[config.mk]
export PLATFORM = sky130hd
export DESIGN_NAME = pc_npc_unit_flat
export DESIGN_NICKNAME = d
export VERILOG_FILES = /design/src/rtl/pc_npc_unit_if.sv /design/src/rtl/pc_npc_unit.sv /design/src/flat_wrapper.sv
export SDC_FILE = /design/constraint.sdc
export NUM_CORES = 1
export LEC_CHECK = 0
export BUFFER_PORTS_ARGS = -buffer_cell sky130_fd_sc_hd__buf_2
export CAP_MARGIN = 40
export CORE_UTILIZATION = 49
export CTS_CLUSTER_DIAMETER = 30
export DETAILED_ROUTE_END_ITERATION = 6
export MAX_ROUTING_LAYER = met4
export PLACE_DENSITY_LB_ADDON = 0.25
export SYNTH_ARGS = -nofsm -noshare
export SYNTH_HDL_FRONTEND = slang
export SYNTH_SLANG_ARGS = --single-unit
[constraint.sdc]
create_clock -name clk -period 1.8 [get_ports clk]
set_input_delay 0.27 -clock clk [delete_from_list [all_inputs] [get_ports clk]]
set_output_delay 0.27 -clock clk [all_outputs]
set_load 0.01 [all_outputs]
[src/rtl/pc_npc_unit_if.sv]
// Fetch-side bus of pc_npc_unit: pipeline/branch controls in, PC pair and squash out.
// taken_count exists only when PC_BRANCH_STATS_EN is defined.
interface pc_npc_unit_if;
  logic        le;
  logic        is_branch;
  logic        is_ba;
  logic        branch_taken;
  logic        branch_annul;
  logic        jump_valid;
  logic [31:0] target;
  logic [31:0] pc;
  logic [31:0] npc;
  logic        fetch_valid;
  logic        squash;
`ifdef PC_BRANCH_STATS_EN
  logic [15:0] taken_count;
`endif

  modport master (
    output le, is_branch, is_ba, branch_taken, branch_annul, jump_valid, target,
`ifdef PC_BRANCH_STATS_EN
    input  taken_count,
`endif
    input  pc, npc, fetch_valid, squash
  );

  modport slave (
    input  le, is_branch, is_ba, branch_taken, branch_annul, jump_valid, target,
`ifdef PC_BRANCH_STATS_EN
    output taken_count,
`endif
    output pc, npc, fetch_valid, squash
  );
endinterface

[src/rtl/pc_npc_unit.sv]
// SPARC PC/nPC pair with delayed-branch redirect, annul squash and stall-held redirects.
// Optional taken-redirect counter enabled by PC_BRANCH_STATS_EN.
module pc_npc_unit #(
  parameter logic [31:0] RESET_PC  = 32'h0000_0000,
  parameter logic [31:0] RESET_NPC = 32'h0000_0004
) (
  input  logic            clk,
  input  logic            reset,
  pc_npc_unit_if.slave    bus
);

  typedef enum logic [1:0] {BOOT, RUN, PEND} state_t;

  state_t      state_q, state_d;
  logic [31:0] pc_q, pc_d;
  logic [31:0] npc_q, npc_d;
  logic [31:0] pend_target_q, pend_target_d;
  logic        pend_annul_q, pend_annul_d;
  logic        squash_q, squash_d;
  logic        fetch_valid_q;
  logic        redirect;
  logic        annul;
  logic [31:0] eff_target;

  assign redirect   = (bus.is_branch & bus.branch_taken) | bus.jump_valid;
  assign annul      = bus.is_branch & bus.branch_annul & (~bus.branch_taken | bus.is_ba);
  assign eff_target = bus.target & 32'hFFFF_FFFC;

  always_comb begin
    state_d       = state_q;
    pc_d          = pc_q;
    npc_d         = npc_q;
    squash_d      = squash_q;
    pend_target_d = pend_target_q;
    pend_annul_d  = pend_annul_q;
    case (state_q)
      BOOT: state_d = RUN;
      RUN: begin
        if (bus.le) begin
          pc_d     = npc_q;
          npc_d    = redirect ? eff_target : npc_q + 32'd4;
          squash_d = annul;
        end else if (redirect) begin
          pend_target_d = eff_target;
          pend_annul_d  = annul;
          state_d       = PEND;
        end
      end
      PEND: begin
        // Only the first redirect captured during the stall is applied.
        if (bus.le) begin
          pc_d     = npc_q;
          npc_d    = pend_target_q;
          squash_d = pend_annul_q;
          state_d  = RUN;
        end
      end
      default: state_d = BOOT;
    endcase
  end

  always_ff @(posedge clk) begin
    if (reset) begin
      state_q       <= BOOT;
      pc_q          <= RESET_PC;
      npc_q         <= RESET_NPC;
      squash_q      <= 1'b0;
      fetch_valid_q <= 1'b0;
      pend_target_q <= '0;
      pend_annul_q  <= 1'b0;
    end else begin
      state_q       <= state_d;
      pc_q          <= pc_d;
      npc_q         <= npc_d;
      squash_q      <= squash_d;
      fetch_valid_q <= 1'b1;
      pend_target_q <= pend_target_d;
      pend_annul_q  <= pend_annul_d;
    end
  end

  assign bus.pc          = pc_q;
  assign bus.npc         = npc_q;
  assign bus.squash      = squash_q;
  assign bus.fetch_valid = fetch_valid_q;

`ifdef PC_BRANCH_STATS_EN
  logic [15:0] taken_count_q;
  logic        load_redirect;

  assign load_redirect = bus.le & (((state_q == RUN) & redirect) | (state_q == PEND));

  always_ff @(posedge clk) begin
    if (reset)
      taken_count_q <= '0;
    else if (load_redirect && (taken_count_q != '1))
      taken_count_q <= taken_count_q + 16'd1;
  end

  assign bus.taken_count = taken_count_q;
`endif

endmodule

[src/flat_wrapper.sv]
// flat-port wrapper written by rule: the top's interface ports become plain ports
module pc_npc_unit_flat 
#(
  parameter logic [31:0] RESET_PC  = 32'h0000_0000,
  parameter logic [31:0] RESET_NPC = 32'h0000_0004
)
  (clk, reset, bus_le, bus_is_branch, bus_is_ba, bus_branch_taken, bus_branch_annul, bus_jump_valid, bus_target, bus_pc, bus_npc, bus_fetch_valid, bus_squash);
  pc_npc_unit_if bus_i ();
  input  logic clk;
  input  logic reset;
  input wire logic [$bits(bus_i.le)-1:0] bus_le;
  input wire logic [$bits(bus_i.is_branch)-1:0] bus_is_branch;
  input wire logic [$bits(bus_i.is_ba)-1:0] bus_is_ba;
  input wire logic [$bits(bus_i.branch_taken)-1:0] bus_branch_taken;
  input wire logic [$bits(bus_i.branch_annul)-1:0] bus_branch_annul;
  input wire logic [$bits(bus_i.jump_valid)-1:0] bus_jump_valid;
  input wire logic [$bits(bus_i.target)-1:0] bus_target;
  output wire logic [$bits(bus_i.pc)-1:0] bus_pc;
  output wire logic [$bits(bus_i.npc)-1:0] bus_npc;
  output wire logic [$bits(bus_i.fetch_valid)-1:0] bus_fetch_valid;
  output wire logic [$bits(bus_i.squash)-1:0] bus_squash;
  assign bus_i.le = bus_le;
  assign bus_i.is_branch = bus_is_branch;
  assign bus_i.is_ba = bus_is_ba;
  assign bus_i.branch_taken = bus_branch_taken;
  assign bus_i.branch_annul = bus_branch_annul;
  assign bus_i.jump_valid = bus_jump_valid;
  assign bus_i.target = bus_target;
  assign bus_pc = bus_i.pc;
  assign bus_npc = bus_i.npc;
  assign bus_fetch_valid = bus_i.fetch_valid;
  assign bus_squash = bus_i.squash;
  pc_npc_unit #(.RESET_PC(RESET_PC), .RESET_NPC(RESET_NPC)) u_core (.clk(clk), .reset(reset), .bus(bus_i));
endmodule
==> results of run 1 <==
==> power by group through the flow <==
stage / registers (W) / clock network, W / logic (W)
2_1_floorplan: 0.00243 / 0 / 0.000540
4_1_cts: 0.00231 / 0.00128 / 0.00116
3_3_place_gp: 0.00235 / 0 / 0.00112
5_1_grt: 0.00233 / 0.00137 / 0.00130
6_report: 0.00232 / 0.00126 / 0.00120
3_5_place_dp: 0.00236 / 0 / 0.00115
==> logic make-up (layout without fill, tap and decap cells) <==
family | count (synthesis) | after routing
muxes | 3 | 3
AOI/OAI and AO/OA | 195 | 195
buffers and inverters | 62 | 213
xor gates and xnor gates | 9 | 9
adders and majority gates | 4 | 4
other | 1 | 4
DFF | 95 | 95
and+or+nand+nor | 249 | 249
==> area by class of cell <==
| type | count | area (sq um) |
|---|---|---|
| flip-flops and latches | 95 | 1930 |
| inverters | 11 | 43.8 |
| clock inverters | 4 | 32.5 |
| clock buffers | 12 | 135 |
| repair buffers | 186 | 1230 |
| fillers | 841 | 3060 |
| well taps | 111 | 139 |
| multi-input cells | 464 | 2630 |
==> critical path, stage by stage (launching register included) <==
cell and delay (ns):
dfxtp_2 0.36, nand3_4 0.11, or3_4 0.42, nor4_4 0.32, buf_4 0.16, mux2i_1 0.07
a221oi_1 0.28
==> registers in the layout, indices dropped and copies added (netlist names) <==
signal                  cells
u_core.pend_target_q       30
u_core.state_q              2
u_core.bus.squash           1
u_core.bus.npc             30
u_core.pend_annul_q         1
u_core.bus.fetch_valid      1
u_core.bus.pc              30
==> worst paths after layout <==
path         depth (start not counted)                            start                               endpoint
max reg2reg                          6  u_core.bus.npc[11]$_SDFFE_PP0P_        u_core.bus.npc[31]$_SDFFE_PP0P_
min                                  3                   bus_target[16]  u_core.pend_target_q[16]$_SDFFE_PP0P_
max                                  6  u_core.bus.npc[11]$_SDFFE_PP0P_        u_core.bus.npc[31]$_SDFFE_PP0P_
min reg2reg                          2   u_core.bus.pc[17]$_SDFFE_PP0P_         u_core.bus.pc[17]$_SDFFE_PP0P_
==> routing by layer <==
layer  routed length [um]  share of wire (%)
met2                 6930                 46
met5                    0                  0
met1                 6700                 45
met3                 1060                7.1
met4                  210                1.4
==> stage by stage <==
| stage | utilization, % | std cells |
|---|---|---|
| 5_1_grt | 66.7 | 883 |
| 3_5_place_dp | 62.7 | 865 |
| 3_3_place_gp | 62.7 | 865 |
| 6_report | 66.7 | 883 |
| 2_1_floorplan | - | 621 |
| 4_1_cts | 65.1 | 881 |
==> cell usage after synthesis (all sizes together) (3+ instances only) <==
cell type / count / area [sq um]
a211oi: 6 / 45.0
a21o: 4 / 30.0
a21oi: 100 / 500
a221o: 4 / 40.0
a221oi: 4 / 35.0
a311oi: 4 / 35.0
a31oi: 6 / 37.5
and2: 5 / 31.3
and4: 5 / 43.8
buf: 10 / 66.3
clkbuf: 41 / 154
dfxtp: 95 / 1900
ha: 4 / 50.1
inv: 11 / 41.3
mux2i: 3 / 30.0
nand2: 166 / 623
nand3: 16 / 85.1
nand4: 10 / 68.8
nor2: 17 / 63.8
nor3: 11 / 60.1
nor4: 7 / 58.8
o211ai: 8 / 60.1
o21a: 3 / 22.5
o21ai: 30 / 150
o221ai: 4 / 35.0
o22ai: 10 / 62.6
or3: 5 / 31.3
xnor2: 6 / 52.6
xor2: 3 / 26.3
==> repair_timing <==
| action | CTS | global route |
|---|---|---|
| setup buffers | 0 | 2 |
| endpoints found under the setup margin | 7 | 21 |
| pin swaps | 0 | 10 |
| gates resized for setup | 11 | 35 |
==> summary.md, run 1 <==
| Metric | Value |
|---|---|
| Achievable frequency | `0.556 GHz` |
| Xor and xnor area share after synthesis | `1.71%` |
| Critical Path AT | `2.06 ns` |
| Run status | `completed` |
| Num CTS Buffers | `9` |
| Antenna Cells | `0` |
| Final worst path period need | `1.80 ns` |
| Clock sink count | `95` |
| Worst-path clk slew | `0.10 ns` |
| Max Clock Skew | `0.0105 ns` |
| Most common cell after layout, fill and taps aside | `nand2_1` |
| Post-DP Area | `5760 sq um` |
| P_sw | `0.00155 W` |
| Proportion of layout cells with a drive suffix above 1 | `32.6%` |
| EDFF count, synth | `0` |
| VDD IR max | `0.420 mV` |
| I/O Buffers | `99` |
| DR vias/cell | `5.77` |
| Dpl ws | `-0.151 ns` |
| Drt initial violations | `461` |
| Final Hold Viols | `0` |
| Critical Path Start Type | `flip-flop` |
| Internal power | `0.00323 W` |
| Switching portion of total power | `32.3%` |
| Largest family of logic cells by synthesized area | `compound AO/OA/AOI/OAI gates` |
| FF+latch count, synth | `95` |
| Setup CP Type | `flip-flop to flip-flop` |
| Lkg Pwr | `2.50 nW` |
| Comb power frac | `25.0%` |
| Sum Neg Setup Slack | `0 ns` |
| Type of the worst min-delay path | `input pin to flip-flop` |
| Antenna violations before repair | `0` |
| DRT Wirelength | `14900 um` |
| Avg WL per Cell | `16.9 um` |
| GRT busiest layer | `met2` |
| Largest net degree at the start of global routing | `38` |
| Pre-antenna DRT Iters | `5` |
| PwrDens | `778 nW/um^2` |
| Req. time, crit path | `2.07 ns` |
| Number of I/O pins | `106` |
| Cell Area, Synth | `4610 sq um` |
| Crit-path max FO | `5` |
| Die ar. | `9800 sq um` |
| Mux contribution to synthesized area | `0.651%` |
| Post-route setup slack | `0.00178 ns` |
| Crit end category | `flip-flop` |
| Final period utilization | `99.9%` |
| Maxcap violations | `0` |
| Final-stage net count | `811` |
| Asr flop ratio synth | `0%` |
| # setup viols final | `0` |
| Clk pwr share | `26.4%` |
| Reg power frac | `48.6%` |
| H-tree depth | `3` |
| Row cnt | `35` |
| Root Buffer | `clkbuf_8` |
| Final Wtd Congestion | `0.907` |
| Slew Viols, Final | `0` |
| Post-Synth Simple-Gate Area | `24.2%` |
| Global routing met3 resource utilization | `5.11%` |
| Reg-to-reg slack, setup | `0.002 ns` |
| Most used DFF post-synth | `dfxtp_1` |
| Clk Latency, worst-skew pair | `0.35 ns` |
| Clock tree buffer depth | `2` |
| Distinct cells, synth | `54` |
| Adder-cell share of the synthesized area | `1.09%` |
| Tightest Pin Transition | `0.558 ns` |
| Synthesis-to-finish area growth | `33.1%` |
| Drt drc | `0` |
| Syn_area_per_cell | `7.46 sq um` |
| Worst rel slew slack | `62.4%` |
| Syn Inst Count | `618` |
| Via count | `5095` |
| Met2 Resource Use GR | `49.1%` |
| Core area | `9200 sq um` |
| Register area share after synthesis | `41.3%` |
| First-pass GRT wire length | `23500 um` |
| Compound-Gate Fraction of Synth Area | `25.3%` |
| Hold buffers post-CTS | `0` |
| RSZ-0062 raised after global routing | `yes` |
| Power, Total | `0.00478 W` |
| Most frequent cells in the layout | `nand2_1, a21oi_1, buf_2, buf_4, dfxtp_1` |
| Post-route cell area | `6140 sq um` |
| Die H | `99.0 um` |
| Total grt overflow | `0` |
| GRT Overall Usage | `31.4%` |
| Final HPWL DP | `10800 um` |
| Vias in the first global route | `4611` |
| Die W | `99.0 um` |
| Met1 usage | `41.7%` |
| Hold slack final | `0.149 ns` |
| Initial core utilization | `50.1%` |
| DRT antenna net count | `0` |
| CTS tree | `yes` |
| YS warnings | `0` |
(Power assumes the default switching activity.)
==> run 2, diff against run 1 <==
==> constraint.sdc (replaced) <==
create_clock -name clk -period 1.8 [get_ports clk]
set_input_delay 0.36 -clock clk [delete_from_list [all_inputs] [get_ports clk]]
set_output_delay 0.36 -clock clk [all_outputs]
set_load 0.01 [all_outputs]
==> run 2 against run 1 <==
  * Global-route usage is 0.75 points higher
  * Utilization grew 2.8 points
  * Sequential power about the same
  * First-iteration DRC count fell by 6.3%
  * Non-clock buffer count is 14 higher
  * Final area increased by 4.2%
  * Cell count up 1.4%
  * Die area unchanged
  * Combinational power increased by 5%
  * Highest routed layer unchanged
==> summary.md, run 2 (synthesis gave the netlist of run 1 again) <==
| Metric | Value |
|---|---|
| Run status | `completed` |
| Pre-antenna DRT Iters | `5` |
| Clk Latency, worst-skew pair | `0.36 ns` |
| Row cnt | `35` |
| Final worst path period need | `1.79 ns` |
| VDD IR max | `0.422 mV` |
| Final period utilization | `99.4%` |
| CP cell instances | `buf_4 -> nand3_1 -> or2_4 -> nor4_4 -> buf_4 -> mux2i_2 -> a221oi_2` |
| Post-route setup slack | `0.0104 ns` |
| Lkg Pwr | `2.66 nW` |
| Largest net degree at the start of global routing | `58` |
| I/O Buffers | `99` |
| Internal power | `0.00375 W` |
| Critical Path Most Common Cell | `buf_4` |
| P_sw | `0.00154 W` |
| Crit end category | `flip-flop` |
| # setup viols final | `0` |
| Comb power frac | `23.8%` |
| Drt initial violations | `432` |
| Reg power frac | `43.8%` |
| Clock sink count | `95` |
| Type of the worst min-delay path | `input pin to flip-flop` |
| DRT antenna net count | `0` |
| Final Hold Viols | `0` |
| DRT Wirelength | `15400 um` |
| Hold slack final | `0.233 ns` |
| Die W | `99.0 um` |
| Root Buffer | `clkbuf_8` |
| Vias in the first global route | `4675` |
| GRT Overall Usage | `32.2%` |
| Multi-input gate area | `2670 sq um` |
| Antenna Cells | `0` |
| Initial core utilization | `50.1%` |
| Reg-to-reg slack, setup | `0.01 ns` |
| Proportion of layout cells with a drive suffix above 1 | `34.1%` |
| Power, Total | `0.00529 W` |
| Die ar. | `9800 sq um` |
| Final Wtd Congestion | `0.979` |
| Synthesis-to-finish area growth | `38.7%` |
| Filler Cell Count | `786` |
| Critical Path AT | `2.04 ns` |
| Clk pwr share | `32.4%` |
| Worst-path clk slew | `0.09 ns` |
| Final-stage net count | `825` |
| Req. time, crit path | `2.05 ns` |
| Crit-path slowest cell | `dfxtp_4` |
| Hold buffers post-CTS | `0` |
| First-pass GRT wire length | `23600 um` |
| Total grt overflow | `0` |
| PwrDens | `827 nW/um^2` |
| Num CTS Buffers | `9` |
| Core area | `9200 sq um` |
| Switching portion of total power | `29.0%` |
| Dpl ws | `-0.0944 ns` |
| DR vias/cell | `5.83` |
| Number of I/O pins | `106` |
| Max Clock Skew | `0.0140 ns` |
| Maxcap violations | `0` |
| Most frequent cells in the layout | `nand2_1, a21oi_1, buf_2, buf_4, dfxtp_1` |
| Critical Path Start Type | `flip-flop` |
| FF+latch area | `1930 sq um` |
| Most common cell after layout, fill and taps aside | `nand2_1` |
| Antenna violations before repair | `0` |
| Tightest Pin Transition | `0.512 ns` |
| Via count | `5215` |
| Clock tree buffer depth | `2` |
| Avg WL per Cell | `17.2 um` |
| Die H | `99.0 um` |
| Final HPWL DP | `10900 um` |
| H-tree depth | `3` |
| Worst rel slew slack | `65.5%` |
| Crit-path max FO | `4` |
| CP peak stage delay | `0.38 ns` |
| Setup CP Type | `flip-flop to flip-flop` |
| Achievable frequency | `0.559 GHz` |
| Slew Viols, Final | `0` |
| CTS tree | `yes` |
| Drt drc | `0` |
run 2: changes by cell type in the layout (fill, tap and decap cells not counted), moves of 2 or more:
cell        previous run  this run
buf_4                 78        89
buf_6                  4         6
bufinv_16              0         3
clkbuf_1               3         1
clkinv_4               2         0
clkinvlp_4             2         0
dfxtp_1               78        81
dfxtp_2               15         9
dfxtp_4                2         5
nor4_4                 2         4
run 2: path summary, 6_finish.rpt:
path                                                     start                                    to  cells after the start
worst min register to register  u_core.bus.pc[10]$_SDFFE_PP0P_        u_core.bus.pc[10]$_SDFFE_PP0P_                      2
worst max-delay path            u_core.bus.npc[3]$_SDFFE_PP0P_       u_core.bus.npc[31]$_SDFFE_PP0P_                      7
worst max register to register  u_core.bus.npc[3]$_SDFFE_PP0P_       u_core.bus.npc[31]$_SDFFE_PP0P_                      7
worst min-delay path                             bus_target[6]  u_core.pend_target_q[6]$_SDFFE_PP0P_                      3
run 2: stage by stage:
stage                     TNS [ns]  cell area, sq um  util, %  std cells
after floorplan            -0.0806              4660        -        621
after global placement     -0.0513              5850     63.6        876
after detailed placement    -0.240              5850     63.6        876
after CTS                  -0.0799              6170     67.0        891
after global routing       -0.0226              6390     69.5        895
final                            0              6390     69.5        895
run 2: area by class of cell:
type | instances | area share, %
Multi-Input combinational cell | 464 | 41.8
Sequential cell | 95 | 30.2
Timing Repair Buffer | 200 | 21.3
Clock buffer | 11 | 2.39
Tap cell | 111 | 2.17
Clock inverter | 3 | 1.41
Inverter | 11 | 0.685
run 2: per-layer routing:
metal | vias to the layer above | track usage [%] | share of wire [%]
met1 | 2451 | 42.3 | 44
met5 | - | - | 0
met2 | 244 | 49.7 | 47
met4 | 0 | 10.6 | 1.7
li1 | 2500 | - | -
met3 | 20 | 6.10 | 7.8
run 2: power groups by stage:
stage | logic, W | registers, W | clock network (W)
final | 0.00126 | 0.00232 | 0.00171
after global routing | 0.00135 | 0.00233 | 0.00181
after CTS | 0.00119 | 0.00231 | 0.00173
after detailed placement | 0.00117 | 0.00236 | 0
after global placement | 0.00114 | 0.00235 | 0
after floorplan | 0.000540 | 0.00243 | 0
run 2: timing repair:
item | in CTS | in global routing
resized for setup | 10 | 46
pin swaps | 3 | 16
gates cloned | 1 | 0
setup buffers | 0 | 5
setup endpoints to repair | 15 | 21
run 2: critical path, delay by kind of cell, from the launching register on:
family                 cells  cell delay (ns)
buffers and inverters      2             0.30
AO/OA/AOI/OAI              1             0.09
AND/OR/NAND/NOR            3             0.70
multiplexers               1             0.21
flip-flops                 1             0.38
